--- config.mk ---
export PLATFORM = sky130hd
export DESIGN_NAME = fb_fill_ctrl
export DESIGN_NICKNAME = d
export VERILOG_FILES = /design/src/rtl/fb_fill_ctrl.sv
export SDC_FILE = /design/constraint.sdc
export NUM_CORES = 1
export LEC_CHECK = 0
export ABC_AREA = 0
export CAP_MARGIN = 30
export CORE_UTILIZATION = 42
export CTS_CLUSTER_DIAMETER = 150
export DETAILED_ROUTE_END_ITERATION = 12
export PLACE_DENSITY = 0.73
export SETUP_SLACK_MARGIN = 0.02
export SLEW_MARGIN = 10
export SYNTH_ARGS = -nofsm -noshare
export SYNTH_HDL_FRONTEND = slang
export SYNTH_SLANG_ARGS = --single-unit
--- constraint.sdc ---
create_clock -name clk -period 3.3 [get_ports clk]
set_clock_uncertainty 0.1 [all_clocks]
set_input_delay 0.495 -clock clk [delete_from_list [all_inputs] [get_ports clk]]
set_output_delay 0.495 -clock clk [all_outputs]
set_load 0.005 [all_outputs]
--- src/rtl/fb_fill_ctrl.sv ---
// fb_fill_ctrl: shares the framebuffer write port between CPU pixel stores
// and a rectangle-fill engine. CPU stores always win; the fill engine walks
// the clipped rectangle in raster order, one pixel per cycle the CPU leaves free.
module fb_fill_ctrl #(
    parameter int FB_W   = 320,
    parameter int FB_H   = 240,
    parameter int ADDR_W = 17,
    parameter int PIX_W  = 12
) (
    input  logic              clk,
    input  logic              rst,
    input  logic              cpu_we_i,
    input  logic [ADDR_W-1:0] cpu_addr_i,
    input  logic [PIX_W-1:0]  cpu_wdata_i,
    input  logic              fill_start_i,
    input  logic              fill_abort_i,
    input  logic [8:0]        fill_x0_i,
    input  logic [7:0]        fill_y0_i,
    input  logic [8:0]        fill_w_i,
    input  logic [7:0]        fill_h_i,
    input  logic [PIX_W-1:0]  fill_color_i,
    output logic              fill_busy_o,
    output logic              fill_done_o,
    output logic              we_o,
    output logic [ADDR_W-1:0] addr_o,
    output logic [PIX_W-1:0]  wdata_o
);

    typedef enum logic [1:0] {IDLE, SETUP, RUN, DONE} state_t;

    state_t             state;
    logic [8:0]         x0_r;
    logic [7:0]         y0_r;
    logic [8:0]         w_r;
    logic [7:0]         h_r;
    logic [PIX_W-1:0]   color_r;
    logic [9:0]         ew, eh;       // clipped width / height
    logic [9:0]         cx, cy;       // column / row counters
    logic [ADDR_W-1:0]  row_base;     // y*FB_W of the current row

    logic [9:0]         room_x, room_y, clip_w, clip_h;
    logic               empty;
    logic               fill_go, col_last, row_last;
    logic [ADDR_W-1:0]  fill_addr, row_base_init;

    // Clip math, row-base seed (y*320 = y*256 + y*64) and per-cycle fill decision
    always_comb begin
        room_x        = 10'(FB_W) - {1'b0, x0_r};
        room_y        = 10'(FB_H) - {2'b0, y0_r};
        clip_w        = ({1'b0, w_r} < room_x) ? {1'b0, w_r} : room_x;
        clip_h        = ({2'b0, h_r} < room_y) ? {2'b0, h_r} : room_y;
        empty         = ({1'b0, x0_r} >= 10'(FB_W)) || ({2'b0, y0_r} >= 10'(FB_H)) ||
                        (w_r == 9'd0) || (h_r == 8'd0);
        row_base_init = ADDR_W'({y0_r, 8'b0}) + ADDR_W'({y0_r, 6'b0});
        fill_go       = (state == RUN) && !fill_abort_i && !cpu_we_i;
        col_last      = (cx == ew - 10'd1);
        row_last      = (cy == eh - 10'd1);
        fill_addr     = row_base + ADDR_W'(x0_r) + ADDR_W'(cx);
    end

    // Registered write port: CPU store first, otherwise the fill pixel if one is due
    always_ff @(posedge clk or negedge rst) begin
        if (!rst) begin
            we_o    <= 1'b0;
            addr_o  <= '0;
            wdata_o <= '0;
        end else if (cpu_we_i) begin
            we_o    <= 1'b1;
            addr_o  <= cpu_addr_i;
            wdata_o <= cpu_wdata_i;
        end else if (fill_go) begin
            we_o    <= 1'b1;
            addr_o  <= fill_addr;
            wdata_o <= color_r;
        end else begin
            we_o    <= 1'b0;
        end
    end

    // Fill FSM with registered busy/done; counters only advance on issued pixels
    always_ff @(posedge clk or negedge rst) begin
        if (!rst) begin
            state       <= IDLE;
            fill_busy_o <= 1'b0;
            fill_done_o <= 1'b0;
            x0_r        <= '0;
            y0_r        <= '0;
            w_r         <= '0;
            h_r         <= '0;
            color_r     <= '0;
            ew          <= '0;
            eh          <= '0;
            cx          <= '0;
            cy          <= '0;
            row_base    <= '0;
        end else begin
            fill_done_o <= 1'b0;
            case (state)
                IDLE: begin
                    if (fill_start_i) begin
                        x0_r        <= fill_x0_i;
                        y0_r        <= fill_y0_i;
                        w_r         <= fill_w_i;
                        h_r         <= fill_h_i;
                        color_r     <= fill_color_i;
                        state       <= SETUP;
                        fill_busy_o <= 1'b1;
                    end
                end
                SETUP: begin
                    if (fill_abort_i) begin
                        state       <= IDLE;
                        fill_busy_o <= 1'b0;
                    end else begin
                        ew       <= clip_w;
                        eh       <= clip_h;
                        row_base <= row_base_init;
                        cx       <= '0;
                        cy       <= '0;
                        if (empty) begin
                            state       <= DONE;
                            fill_done_o <= 1'b1;
                        end else begin
                            state <= RUN;
                        end
                    end
                end
                RUN: begin
                    if (fill_abort_i) begin
                        state       <= IDLE;
                        fill_busy_o <= 1'b0;
                    end else if (!cpu_we_i) begin
                        if (col_last) begin
                            cx       <= '0;
                            cy       <= cy + 10'd1;
                            row_base <= row_base + ADDR_W'(FB_W);
                            if (row_last) begin
                                state       <= DONE;
                                fill_done_o <= 1'b1;
                            end
                        end else begin
                            cx <= cx + 10'd1;
                        end
                    end
                end
                DONE: begin
                    state       <= IDLE;
                    fill_busy_o <= 1'b0;
                end
                default: begin
                    state       <= IDLE;
                    fill_busy_o <= 1'b0;
                end
            endcase
        end
    end

endmodule

### Word-level counts from Yosys, hierarchy flattened

Cells that the tools add are included.

* flip-flop bits (word level): 137
* bits in latches: 0
* memory bits (writable): 0
* bits in read-only memories: 0
* bits of input ports: 80
* output and inout port bits: 32
* memories kept: 0

* add/sub/neg operators: 10
* multipliers: 0
* divide/modulo/power cells: 0
* $lt $le $gt $ge: 4
* equality and inequality tests: 14
* shifts and indexed selects: 0
* muxes and demuxes: 40
* bitwise operators: 1
* reduce and logical (&&, ||, !) cells: 19

Operators with widths (number)
* 17-bit two-way mux: 6
* 10-bit two-way mux: 9
* 10-bit one-hot mux with 2 select lines: 2
* 17-bit one-hot mux with 2 select lines: 1
* 12-bit two-way mux: 2
* 10-bit by 1-bit adder with 10-bit output, second input constant: 2
* 10-bit equality test: 2
* 10-bit by 1-bit subtractor with 10-bit output, second input constant: 2
* 16-bit by 14-bit adder with 17-bit output: 1
* 17-bit by 10-bit adder with 17-bit output: 1
* 17-bit by 9-bit adder with 17-bit output: 1
* 17-bit by 9-bit adder with 17-bit output, second input constant: 1
* 2-bit two-way mux: 6
* 1-bit two-way mux: 11
* 8-bit by 10-bit < comparator with 1-bit output: 1
* 9-bit by 10-bit < comparator with 1-bit output: 1
* 2-bit inequality test, second input constant: 5
* 9-bit by 9-bit subtractor with 10-bit output, first input constant: 1
* 9-bit greater-or-equal comparator, second input constant: 1
* 9-bit zero test: 1
* 3-bit inequality test, second input constant: 3
* 8-bit by 8-bit subtractor with 9-bit output, first input constant: 1
* 8-bit greater-or-equal comparator, second input constant: 1
* 8-bit zero test: 1
* other kinds (16): 25

### Longest topological paths before layout

* depth after elaboration: 7
* mapped depth: 12

### Worst setup path after synthesis

No wires, ideal clock.

* path kind: register to register
* from: register y0_r[2]
* to: register eh[5]
* library setup time: 0.125 ns
* data arrival time: 2.704 ns
* slack: 0.372 ns
* cell stages (with the launch flop): 10
* period minus slack after synthesis: 2.928 ns
* path through: dfrtp_1 or4_1 nand2_1 xnor2_1 ha_1 nand3_1 o211a_1 a211oi_2 mux2i_1 mux2_2

* word-level cells in the longest chain between the ends: 3

RTL lines
* start, declared: RTL line 33 `logic [7:0] y0_r;`
* start signal, assigned: RTL line 102 `y0_r <= fill_y0_i;`
* 8-bit by 8-bit subtractor with 9-bit output *: RTL line 49 `room_y = 10'(FB_H) - {2'b0, y0_r};`
* 8-bit by 10-bit < comparator with 1-bit output: RTL line 51 `clip_h = ({2'b0, h_r} < room_y) ? {2'b0, h_r} : room_y;`
* 10-bit two-way mux *: RTL line 51
* end signal, assigned: RTL line 116 `eh <= clip_h;`
* end, declared: RTL line 37 `logic [9:0] ew, eh;`

Mark *: on every way between the ends. The rest lies on a longest branch, timed or not.
A chain may end at the register's enable or synchronous reset.

### Worst setup path in the final report

* from: register ew[0]
* to: register row_base[13]

* word-level cells in the longest chain between the ends: 4

RTL lines
* start, declared: RTL line 37
* start signal, assigned: RTL line 115 `ew <= clip_w;`
* 10-bit by 1-bit subtractor with 10-bit output: RTL line 56 `col_last = (cx == ew - 10'd1);`
* 10-bit equality test: RTL line 56
* 2-bit inequality test (no line)
* 5-bit AND reduction (no line)
* end signal, assigned: RTL line 117 `row_base <= row_base_init;`
* end signal, assigned: RTL line 136 `row_base <= row_base + ADDR_W'(FB_W);`
* end, declared: RTL line 39 `logic [ADDR_W-1:0] row_base;`

Every way passes these cells.

==> flow_metrics.tcl <==
set metrics [dict create \
    status "finished, final reports clean" \
    fin_nets 1104 \
    hpwl_um 15110 \
    synth-simple-area-share_pct 16.93 \
    rows 50 \
    firstDrtPassIters 6 \
    drc 0 \
    syn_inst 847 \
    die_area_sq_mm 0.02020 \
    seqCellArea_sq_mm 0.003253 \
    synthAdderAreaFrac_pct 8.649 \
    start_util_pct 43.50 \
    antennaDiodeCount 0 \
    final_max_slew_viol_count 0 \
    drt-total-wl_um 20270 \
    cts_tree "done" \
    yosys_most_used_dff "dfrtp_1" \
    cp_max_fo 7 \
    routabilityCongestion 0.8344 \
    critPathLaunchType "flip-flop" \
    fin_ws_ns 0.2031 \
    fp.dieH_um 142.1 \
    rr_worst_depth 9 \
    root_buffer "clkbuf_16" \
    grt_pass1_wl_um 33990 \
    worst_setup_path_end_kind "flip-flop" \
    area_growth_pct 25.57 \
    syn_area_sq_mm 0.008245 \
    cts_buffers 17 \
    post-place-ws_ns 0.1962 \
    fin_setup_tns_ns 0 \
    htreeDepth 4 \
    synth_mux_area_share_pct 11.00 \
    ir_drop_v 0.0003864 \
    die_w_um 142.1 \
    wire_per_inst_um 16.32 \
    setup_violations 0 \
    tightestPinTransition_ns 0.7236 \
    grt_antenna_before_repair 0 \
    period_share_pct 93.84 \
    synth-edff-count 0 \
    io_buffers 111 \
    hold_violations 0 \
    worstSkewPairLatency_ns 0.42 \
    nFillCells 1653 \
    worstPathCellList "inv_1 -> ha_1 -> or3b_1 -> o311a_1 -> o31ai_1 -> buf_4 -> nand2_1 -> o311ai_0 -> o311ai_1" \
    grt.total_usage_pct 21.39 \
    arrival_ns 3.26 \
    yosysUniqueCellTypes 76 \
    multiInputGateArea_sq_mm 0.004728 \
    ios 112 \
    rsz0062_at_grt "false" \
    power_density_mw_per_mm2 908.2 \
    placed_cell_area_sq_mm 0.009742 \
    yosys_warnings 0 \
    clk_pin_slew_ns 0.06 \
    ctsLongestPathBuffers 2 \
    async_flop_share_pct 100.0 \
    ys_seq_area_share_pct 39.45 \
    critPathSlowestCell "dfrtp_1" \
    p_leak_uw 0.004522 \
    synthXorXnorAreaFrac_pct 5.417 \
    utilization_pct 54.62 \
    cts.sinks 130 \
    grt_max_degree 66 \
    avgViaCountPerCell 5.549 \
    drtAntennaViolNets 0 \
    drive_gt1_share_pct 13.24 \
    crit_path_max_incr_delay_ns 0.44 \
    syn-mean-instance-area_sq_um 9.735 \
    path_class "reg -> reg" \
    synth_top_family_by_area "simple AND/OR/NAND/NOR gates" \
    maxCapViolCount 0 \
    gr-total-overflow 0 \
    finalCriticalPeriod_ns 3.097 \
    max_freq_mhz 322.9 \
    core_area_sq_mm 0.01896 \
    final_area_sq_mm 0.01035 \
    synth_fp_nets 981 \
    crit_required_ns 3.47 \
    vias 6892 \
    grt_pass1_vias 6773 \
    ys_ff_latch 130 \
    hp-class "in -> async" \
    maxSlewHeadroom_pct 51.76 \
    rrSetupSlack_ns 0.20 \
    drt_iter0_markers 443 \
    synth_compound_area_share_pct 15.20 \
]
==> registers in the layout, summed over array words and instances (netlist names), 8 cells and up <==
signal    cells
addr_o       17
color_r      12
cx           10
cy           10
eh            9
ew           10
h_r           8
row_base     11
w_r           9
wdata_o      12
x0_r          9
y0_r          8
==> layout make-up <==
cell class	count	share of cell area, %
clock inverter	10	1.281
multi-input combinational	652	45.67
tap	260	3.142
timing repair buffer	137	12.79
sequential	130	31.42
inverter	32	1.160
clock buffer	21	4.544
==> critical path: cells and delay by family (launching register included) <==
kind	cells	cell delay, ns
compound gates	4	1.34
simple gates	2	0.62
flops	1	0.44
buf+inv	2	0.27
fa+ha+maj	1	0.17
==> cell usage after synthesis, types with 10 or more instances <==
master	instances	area, sq um
a21oi_1	44	220.2
mux2i_1	31	310.3
xnor2_1	30	262.8
xor2_1	21	183.9
ha_1	49	613.1
nor2_1	50	187.7
clkbuf_1	24	90.09
nand3_1	14	70.07
o21ai_0	54	270.3
mux2_2	53	596.8
nand2_1	93	349.1
nor3b_1	14	105.1
nand4_1	10	62.56
nand2b_1	11	68.82
a21o_1	13	97.59
dfrtp_1	130	3253
inv_1	32	120.1
nor3_1	19	95.09
==> layer usage <==
| metal | share of wire, % | GRT usage (%) | vias to the layer above |
|---|---|---|---|
| met4 | 2.6 | 8.432 | 0 |
| met1 | 45 | 27.77 | 3313 |
| li1 | - | - | 3318 |
| met2 | 46 | 33.93 | 216 |
| met5 | 0 | 0 | - |
| met3 | 6.9 | 5.653 | 45 |
==> placed cells by master (no fill, tap or decap), drive strengths merged, types with 8 or more instances in the layout <==
| cell | synthesis | final |
|---|---|---|
| clkbuf | 26 | 21 |
| xor2 | 21 | 21 |
| nor2 | 50 | 50 |
| nand2b | 11 | 11 |
| nand3 | 15 | 15 |
| inv | 32 | 32 |
| nor3b | 14 | 14 |
| a21o | 13 | 13 |
| dfrtp | 130 | 130 |
| a21oi | 44 | 44 |
| clkdlybuf4s50 | 0 | 109 |
| nor4 | 9 | 9 |
| nor3 | 20 | 20 |
| o311ai | 8 | 8 |
| or3 | 8 | 8 |
| buf | 7 | 28 |
| nand4 | 10 | 10 |
| mux2 | 53 | 53 |
| o21ai | 58 | 58 |
| a211oi | 8 | 8 |
| xnor2 | 30 | 30 |
| mux2i | 31 | 31 |
| ha | 49 | 49 |
| nand2 | 93 | 93 |
| nor2b | 8 | 8 |
==> repair_timing <==
action,CTS,global route
setup buffers,0,0
resized for setup,0,3
hold endpoints to repair,0,0
endpoints found under the setup margin,0,3
hold buffers,0,0
==> path summary, 6_finish.rpt <==
| check | end | startpoint |
|---|---|---|
| max | row_base[13]$_DFFE_PN0P_ | ew[0]$_DFFE_PN0P_ |
| min | color_r[4]$_DFFE_PN0P_ | rst |
| max reg2reg | row_base[13]$_DFFE_PN0P_ | ew[0]$_DFFE_PN0P_ |
| min reg2reg | color_r[8]$_DFFE_PN0P_ | color_r[8]$_DFFE_PN0P_ |
| max in group asynchronous | y0_r[4]$_DFFE_PN0P_ | rst |
| min in group clk | color_r[8]$_DFFE_PN0P_ | color_r[8]$_DFFE_PN0P_ |
==> report_power, final <==
group	switching, uW	internal [uW]
clock network	705	1240
registers	698	2150
logic	2340	2270
==> logic make-up (layout without fill, tap and decap cells) <==
logic type	Yosys count	after routing
simple gates	272	272
compound gates	191	191
flops	130	130
mux	84	84
buf+inv	65	200
fa+ha+maj	54	54
xor+xnor	51	51
==> per-stage QoR <==
stage | total power, uW | hold slack (ns) | instances
after floorplan | 6084 | 0.09941 | 847
after global placement | 7313 | 0.3871 | 1211
after detailed placement | 7424 | 0.3926 | 1211
after CTS | 9412 | 0.05451 | 1242
after global routing | 10130 | 0.06381 | 1242
final | 9403 | 0.01507 | 1242
Power figures use the tool's default switching activity.
